$ cat config.mk
export PLATFORM = sky130hd
export DESIGN_NAME = pico_mips_mc_flat
export DESIGN_NICKNAME = d
export VERILOG_FILES = /design/src/rtl/pico_mips_mc_if.sv /design/src/rtl/pico_mips_mc.sv /design/src/flat_wrapper.sv
export SDC_FILE = /design/constraint.sdc
export NUM_CORES = 1
export LEC_CHECK = 0
export CORE_MARGIN = 1.5
export CORE_UTILIZATION = 53
export DETAILED_ROUTE_END_ITERATION = 10
export PLACE_DENSITY = 0.72
export SLEW_MARGIN = 10
export SYNTH_ARGS = -nofsm -noshare
export SYNTH_HDL_FRONTEND = slang
export SYNTH_SLANG_ARGS = --single-unit
$ cat constraint.sdc
create_clock -name clk -period 7.6 [get_ports clk]
set_input_delay 2.28 -clock clk [delete_from_list [all_inputs] [get_ports clk]]
set_output_delay 2.28 -clock clk [all_outputs]
set_load 0.1 [all_outputs]
$ cat src/rtl/pico_mips_mc_if.sv
// pico_mips_mc_if -- bus bundle between the pico_mips_mc core and its surroundings.
//   imem_addr / imem_data : asynchronous instruction fetch (address = PC)
//   in_valid / sw / in_ack: input handshake, in_ack pulses when sw is consumed
//   LED / led_valid       : display register and its one-cycle update strobe
//   busy / halted         : core status (MUL in progress, HALT state)
//   flags                 : architectural condition flags {Z, C, S}
interface pico_mips_mc_if #(
    parameter int N  = 8,
    parameter int P  = 6,
    parameter int RA = 3
);
    localparam int I = 4 + 2*RA + N;

    logic [P-1:0] imem_addr;
    logic [I-1:0] imem_data;
    logic         in_valid;
    logic [N-1:0] sw;
    logic         in_ack;
    logic [N-1:0] LED;
    logic         led_valid;
    logic         busy;
    logic         halted;
    logic [2:0]   flags;

    modport master (
        output imem_addr, in_ack, LED, led_valid, busy, halted, flags,
        input  imem_data, in_valid, sw
    );

    modport slave (
        input  imem_addr, in_ack, LED, led_valid, busy, halted, flags,
        output imem_data, in_valid, sw
    );
endinterface

$ cat src/rtl/pico_mips_mc.sv
// pico_mips_mc -- small multi-cycle accumulator-style processor.
//   clk   : sole clock, all state changes on the rising edge
//   reset : synchronous, active low; returns the core to RUN at PC 0
//   bus   : pico_mips_mc_if master port (fetch, input handshake, LED, status)
// Instruction word: {opcode[3:0], rd[RA-1:0], rs[RA-1:0], imm[N-1:0]}.
// MUL/MULI run for N cycles in the MUL state on operands captured at decode.
module pico_mips_mc #(
    parameter int N  = 8,
    parameter int P  = 6,
    parameter int RA = 3
) (
    input  logic           clk,
    input  logic           reset,
    pico_mips_mc_if.master bus
);
    localparam int I  = 4 + 2*RA + N;
    localparam int NR = 2**RA;
    localparam int CW = (N > 1) ? $clog2(N) : 1;
    localparam logic [N-1:0] MIN_VAL = {1'b1, {(N-1){1'b0}}};
    localparam logic [N-1:0] MAX_VAL = {1'b0, {(N-1){1'b1}}};

    typedef enum logic [1:0] {RUN, MUL, WAIT_IN, HALT} state_t;
    typedef enum logic [3:0] {
        OP_NOP, OP_ADD, OP_ADDI, OP_SUB, OP_SUBI, OP_MUL, OP_MULI,
        OP_IN, OP_OUT, OP_BEQ, OP_BNE, OP_JMP, OP_HALT
    } opcode_t;

    state_t         state, state_nx;
    logic [P-1:0]   pc, pc_nx, pc_inc;
    logic [N-1:0]   regs [NR];
    logic           fz, fc, fs;
    logic [N-1:0]   led_q;
    logic           led_valid_q;
    logic [CW-1:0]  mul_cnt;
    logic [N-1:0]   mul_a, mul_b;
    logic [RA-1:0]  mul_rd;

    logic [3:0]     opc;
    logic [RA-1:0]  rd_a, rs_a;
    logic [N-1:0]   imm, rd_val, rs_val;

    logic signed [2*N-1:0] ext_a, ext_b, prod;
    logic [N-1:0]   mul_res;

    logic           we, flag_we, z_nx, c_nx, s_nx, led_ld, mul_ld, in_ack_c, arith;
    logic [RA-1:0]  wa;
    logic [N-1:0]   wd;
    logic [N:0]     sum;

    assign opc    = bus.imem_data[I-1 -: 4];
    assign rd_a   = bus.imem_data[I-5 -: RA];
    assign rs_a   = bus.imem_data[I-5-RA -: RA];
    assign imm    = bus.imem_data[N-1:0];
    assign rd_val = regs[rd_a];
    assign rs_val = regs[rs_a];
    assign pc_inc = pc + P'(1);

    // Q1.(N-1) product: bits [2N-2:N-1] of the full signed product; only
    // (-1)x(-1) overflows that range and is clamped to the largest positive.
    assign ext_a   = {{N{mul_a[N-1]}}, mul_a};
    assign ext_b   = {{N{mul_b[N-1]}}, mul_b};
    assign prod    = ext_a * ext_b;
    assign mul_res = (mul_a == MIN_VAL && mul_b == MIN_VAL) ? MAX_VAL : N'(prod >>> (N-1));

    always_comb begin
        state_nx = state;
        pc_nx    = pc;
        we       = 1'b0;
        wa       = rd_a;
        wd       = rd_val;
        flag_we  = 1'b0;
        z_nx     = fz;
        c_nx     = fc;
        s_nx     = fs;
        led_ld   = 1'b0;
        mul_ld   = 1'b0;
        in_ack_c = 1'b0;
        arith    = 1'b0;
        sum      = '0;
        unique case (state)
            RUN: begin
                pc_nx = pc_inc;
                case (opc)
                    OP_ADD:  begin sum = {1'b0, rd_val} + {1'b0, rs_val}; arith = 1'b1; end
                    OP_ADDI: begin sum = {1'b0, rd_val} + {1'b0, imm};    arith = 1'b1; end
                    // Bit N of the N+1-bit difference is the borrow.
                    OP_SUB:  begin sum = {1'b0, rd_val} - {1'b0, rs_val}; arith = 1'b1; end
                    OP_SUBI: begin sum = {1'b0, rd_val} - {1'b0, imm};    arith = 1'b1; end
                    OP_MUL, OP_MULI: begin
                        mul_ld   = 1'b1;
                        pc_nx    = pc;
                        state_nx = MUL;
                    end
                    OP_IN: begin
                        if (bus.in_valid) begin
                            we       = 1'b1;
                            wd       = bus.sw;
                            in_ack_c = 1'b1;
                        end else begin
                            pc_nx    = pc;
                            state_nx = WAIT_IN;
                        end
                    end
                    OP_OUT:  led_ld = 1'b1;
                    OP_BEQ:  if (fz)  pc_nx = imm[P-1:0];
                    OP_BNE:  if (!fz) pc_nx = imm[P-1:0];
                    OP_JMP:  pc_nx = imm[P-1:0];
                    OP_HALT: begin
                        pc_nx    = pc;
                        state_nx = HALT;
                    end
                    default: ;
                endcase
                if (arith) begin
                    we      = 1'b1;
                    wd      = sum[N-1:0];
                    flag_we = 1'b1;
                    z_nx    = (sum[N-1:0] == '0);
                    c_nx    = sum[N];
                    s_nx    = sum[N-1];
                end
            end
            MUL: begin
                if (mul_cnt == CW'(N-1)) begin
                    we       = 1'b1;
                    wa       = mul_rd;
                    wd       = mul_res;
                    flag_we  = 1'b1;
                    z_nx     = (mul_res == '0);
                    c_nx     = 1'b0;
                    s_nx     = mul_res[N-1];
                    pc_nx    = pc_inc;
                    state_nx = RUN;
                end
            end
            WAIT_IN: begin
                if (bus.in_valid) begin
                    we       = 1'b1;
                    wd       = bus.sw;
                    in_ack_c = 1'b1;
                    pc_nx    = pc_inc;
                    state_nx = RUN;
                end
            end
            HALT: ;
            default: ;
        endcase
    end

    always_ff @(posedge clk) begin
        if (!reset) begin
            state       <= RUN;
            pc          <= '0;
            regs        <= '{default: '0};
            fz          <= 1'b0;
            fc          <= 1'b0;
            fs          <= 1'b0;
            led_q       <= '0;
            led_valid_q <= 1'b0;
            mul_cnt     <= '0;
            mul_a       <= '0;
            mul_b       <= '0;
            mul_rd      <= '0;
        end else begin
            state       <= state_nx;
            pc          <= pc_nx;
            if (we) regs[wa] <= wd;
            if (flag_we) begin
                fz <= z_nx;
                fc <= c_nx;
                fs <= s_nx;
            end
            if (led_ld) led_q <= rd_val;
            led_valid_q <= led_ld;
            mul_cnt     <= (state == MUL) ? mul_cnt + CW'(1) : '0;
            if (mul_ld) begin
                mul_a  <= rd_val;
                mul_b  <= (opc == OP_MULI) ? imm : rs_val;
                mul_rd <= rd_a;
            end
        end
    end

    assign bus.imem_addr = pc;
    assign bus.LED       = led_q;
    assign bus.led_valid = led_valid_q;
    assign bus.busy      = (state == MUL);
    assign bus.halted    = (state == HALT);
    // in_ack is combinational so it lands in the consuming cycle; masked in reset.
    assign bus.in_ack    = in_ack_c & reset;
    assign bus.flags     = {fz, fc, fs};
endmodule

$ cat src/flat_wrapper.sv
// flat-port wrapper written by rule: the top's interface ports become plain ports
module pico_mips_mc_flat 
#(
    parameter int N  = 8,
    parameter int P  = 6,
    parameter int RA = 3
)
  (clk, reset, bus_imem_addr, bus_in_ack, bus_LED, bus_led_valid, bus_busy, bus_halted, bus_flags, bus_imem_data, bus_in_valid, bus_sw);
  pico_mips_mc_if #(.N(N), .P(P), .RA(RA)) bus_i ();
  input  logic clk;
  input  logic reset;
  output wire logic [$bits(bus_i.imem_addr)-1:0] bus_imem_addr;
  output wire logic [$bits(bus_i.in_ack)-1:0] bus_in_ack;
  output wire logic [$bits(bus_i.LED)-1:0] bus_LED;
  output wire logic [$bits(bus_i.led_valid)-1:0] bus_led_valid;
  output wire logic [$bits(bus_i.busy)-1:0] bus_busy;
  output wire logic [$bits(bus_i.halted)-1:0] bus_halted;
  output wire logic [$bits(bus_i.flags)-1:0] bus_flags;
  input wire logic [$bits(bus_i.imem_data)-1:0] bus_imem_data;
  input wire logic [$bits(bus_i.in_valid)-1:0] bus_in_valid;
  input wire logic [$bits(bus_i.sw)-1:0] bus_sw;
  assign bus_imem_addr = bus_i.imem_addr;
  assign bus_in_ack = bus_i.in_ack;
  assign bus_LED = bus_i.LED;
  assign bus_led_valid = bus_i.led_valid;
  assign bus_busy = bus_i.busy;
  assign bus_halted = bus_i.halted;
  assign bus_flags = bus_i.flags;
  assign bus_i.imem_data = bus_imem_data;
  assign bus_i.in_valid = bus_in_valid;
  assign bus_i.sw = bus_sw;
  pico_mips_mc #(.N(N), .P(P), .RA(RA)) u_core (.clk(clk), .reset(reset), .bus(bus_i));
endmodule
==> run metrics <==
CP max-delay cell clkdlybuf4s50_1; # DRC 0; Syn-to-layout area delta 7.82%; Critical Path End Type output port; crit-path max FO 19; routed len/inst 19.7 um; row cnt 48; Min Hold Slack 435 ps; drt pass-1 iters 5; total vias in the final route 8313; hold-fix buffers at CTS 0; Starting Density 54.2%; Core Area 17300 um^2; Synth async-reset ratio 0%; HPWL after DPL 19300 um; area of the multi-input gates 6480 um^2; Detailed Route WL 26000 um; Synth top area share 22.6%; clock latency on the worst-skew pair 370 ps; power density cells 175 nW/um^2; status finished, final reports clean; ANT nets after route 0; final core occ 58.5%; H-tree Lvls 3; Post-Syn Instances 1098; Die Footprint 18500 um^2; Final Setup Violations 0; Final WS setup 910 ps; Setup Fix Bufs, Post-CTS 0; Place WS 717 ps; Synth Flop Type dfxtp_1; dpl cells 1304; layout cells sized above 1 8.58%; Hold Crit Class reg -> reg; worst slew pin tran 984 ps; setup TNS 0 ps; crit path time final 6690 ps; net count after synthesis 1220; Cell variety after synth 89; RSZ-0062 raised after global routing false; Max-Cap Viols 0; Slew headroom 34.2%; design area 10100 um^2; flops & latches, synth 106; I/O pin count 50; Worst EP required 5320 ps; peak supply drop 0.000202 V; Finished Layout Cells 1320; first-pass GRT wire length 41300 um; FILL cells 1557; area post-placement 9810 um^2; critical path launch point type input pin; nets@finish 1212; CP cell instances clkdlybuf4s50_1 > nand3_1 > nor2_1 > a21o_1 > and2_1 > buf_4; clk root buf clkbuf_16; Final Max Tran Viols 0; ant diodes 0; routability cong. 0.970; Via-to-Cell Ratio 6.30; DIE HEIGHT 136 um; Commonest cells post-synth dfxtp_1 (106), nand2_1 (106), inv_1 (91), a21oi_1 (86), o21ai_0 (64); Setup Crit Path Kind in -> out; period utilisation layout 88.0%; Reg clk slew, reported paths 70 ps; CTS resizes 0; count of input and output buffers 49; Fmax 0.149 GHz; WP data arrival 4410 ps; TritonCTS clock tree done; CTS Buffer Depth 2; initial antenna violation count 0; vias in the first global route 7761; Power Total 1.77 mW; total global routing overflow 0; Final Hold Fails 0; CTS Buf Count 9; slowest stage delay, CP 850 ps; Die Span X 136 um; Mapped Avg Cell Area 8.54 um^2; Area contributors post-synth dfxtp_1 (23%), fa_1 (11%), mux4_2 (7.7%); largest net degree at the start of global routing 75; P_leak 4.19 nW; Setup Skew 12.7 ps; Iteration-0 DRC Markers 741; Syn. warnings 0; Reg area 2120 um^2; Post-Syn Area 9380 um^2; number of synthesized flops with an enable pin 0; area leader, netlist dfxtp_1; gr usage total 28.8%; register area share after synthesis 22.6%; # clock sinks 106
-- where the power goes --
part | total, mW | internal, mW | switching, mW
clock | 0.475 | 0.232 | 0.243
combinational | 0.645 | 0.214 | 0.431
sequential | 0.645 | 0.590 | 0.0551
-- routing by layer --
layer | part of all wire [%] | routed length, um | global-route usage, % | vias up
met5 | 0 | 0 | 0 | -
met4 | 2.9 | 746 | 11.3 | 0
met3 | 7.1 | 1850 | 4.29 | 52
met2 | 46 | 12100 | 45.8 | 328
met1 | 44 | 11300 | 39.5 | 4042
li1 | - | - | - | 3891
-- worst max-delay path: cells and delay by family --
| family | cells | cell delay (ps) |
|---|---|---|
| compound gates | 1 | 250 |
| buf+inv | 2 | 1130 |
| simple gates | 3 | 730 |
-- kinds of logic (layout without fill, tap and decap cells) --
logic type / count (synthesis) / count (layout) / share of synthesized area (%)
AOI/OAI and AO/OA: 316 / 316 / 22.0
xor gates and xnor gates: 29 / 29 / 2.71
adders and majority gates: 93 / 93 / 16.5
buffers and inverters: 174 / 171 / 8.32
DFF: 106 / 106 / 22.6
muxes: 56 / 56 / 10.4
and+or+nand+nor: 324 / 324 / 17.5
-- area by class of cell --
cell class,instances,area share [%]
Tap cell,225,2.78
Multi-Input combinational cell,818,64.0
Sequential cell,106,21.0
Clock buffer,9,2.23
Clock inverter,7,0.730
Inverter,92,3.41
Timing Repair Buffer,63,5.82
-- flip-flops by register name, summed over array words and instances, names as in the netlist --
| signal | flops |
|---|---|
| u_core.fs | 1 |
| u_core.fc | 1 |
| u_core.bus.imem_addr | 6 |
| u_core.mul_b | 8 |
| u_core.mul_rd | 3 |
| u_core.fz | 1 |
| u_core.mul_a | 8 |
| u_core.bus.LED | 8 |
| u_core.bus.led_valid | 1 |
| u_core.mul_cnt | 3 |
| u_core.state | 2 |
| u_core.regs | 64 |
-- worst paths after layout --
kind                                         from           endpoint  slack, ps  cells after the start
worst max register to register    u_core.mul_b[7]    u_core.regs[49]       2070                     15
worst min-delay path            u_core.mul_cnt[0]  u_core.mul_cnt[0]        430                      1
worst min register to register  u_core.mul_cnt[0]  u_core.mul_cnt[0]        430                      1
worst max-delay path            bus_imem_data[15]         bus_in_ack        910                      6
-- layout by cell type, fill, tap and decap left out, types with 8 or more instances in the layout --
cell	synthesis	layout
o21ai_0	64	64
dfxtp_1	106	106
and2_1	47	47
o21ai_1	10	10
clkdlybuf4s50_1	0	47
and3_1	19	19
inv_1	91	91
ha_1	42	42
o22ai_1	14	14
nor2_1	59	59
nand2_1	106	106
nor3_1	11	11
a22oi_1	8	8
mux2i_1	18	18
mux4_2	32	32
nor2b_1	17	17
a21oi_1	86	86
fa_1	51	51
a31oi_1	23	23
clkbuf_16	0	9
nand3_1	16	16
buf_4	4	15
xnor2_1	22	22
o211ai_1	21	21
a211oi_1	23	23
Note: power is estimated with default switching activity, not from simulation.
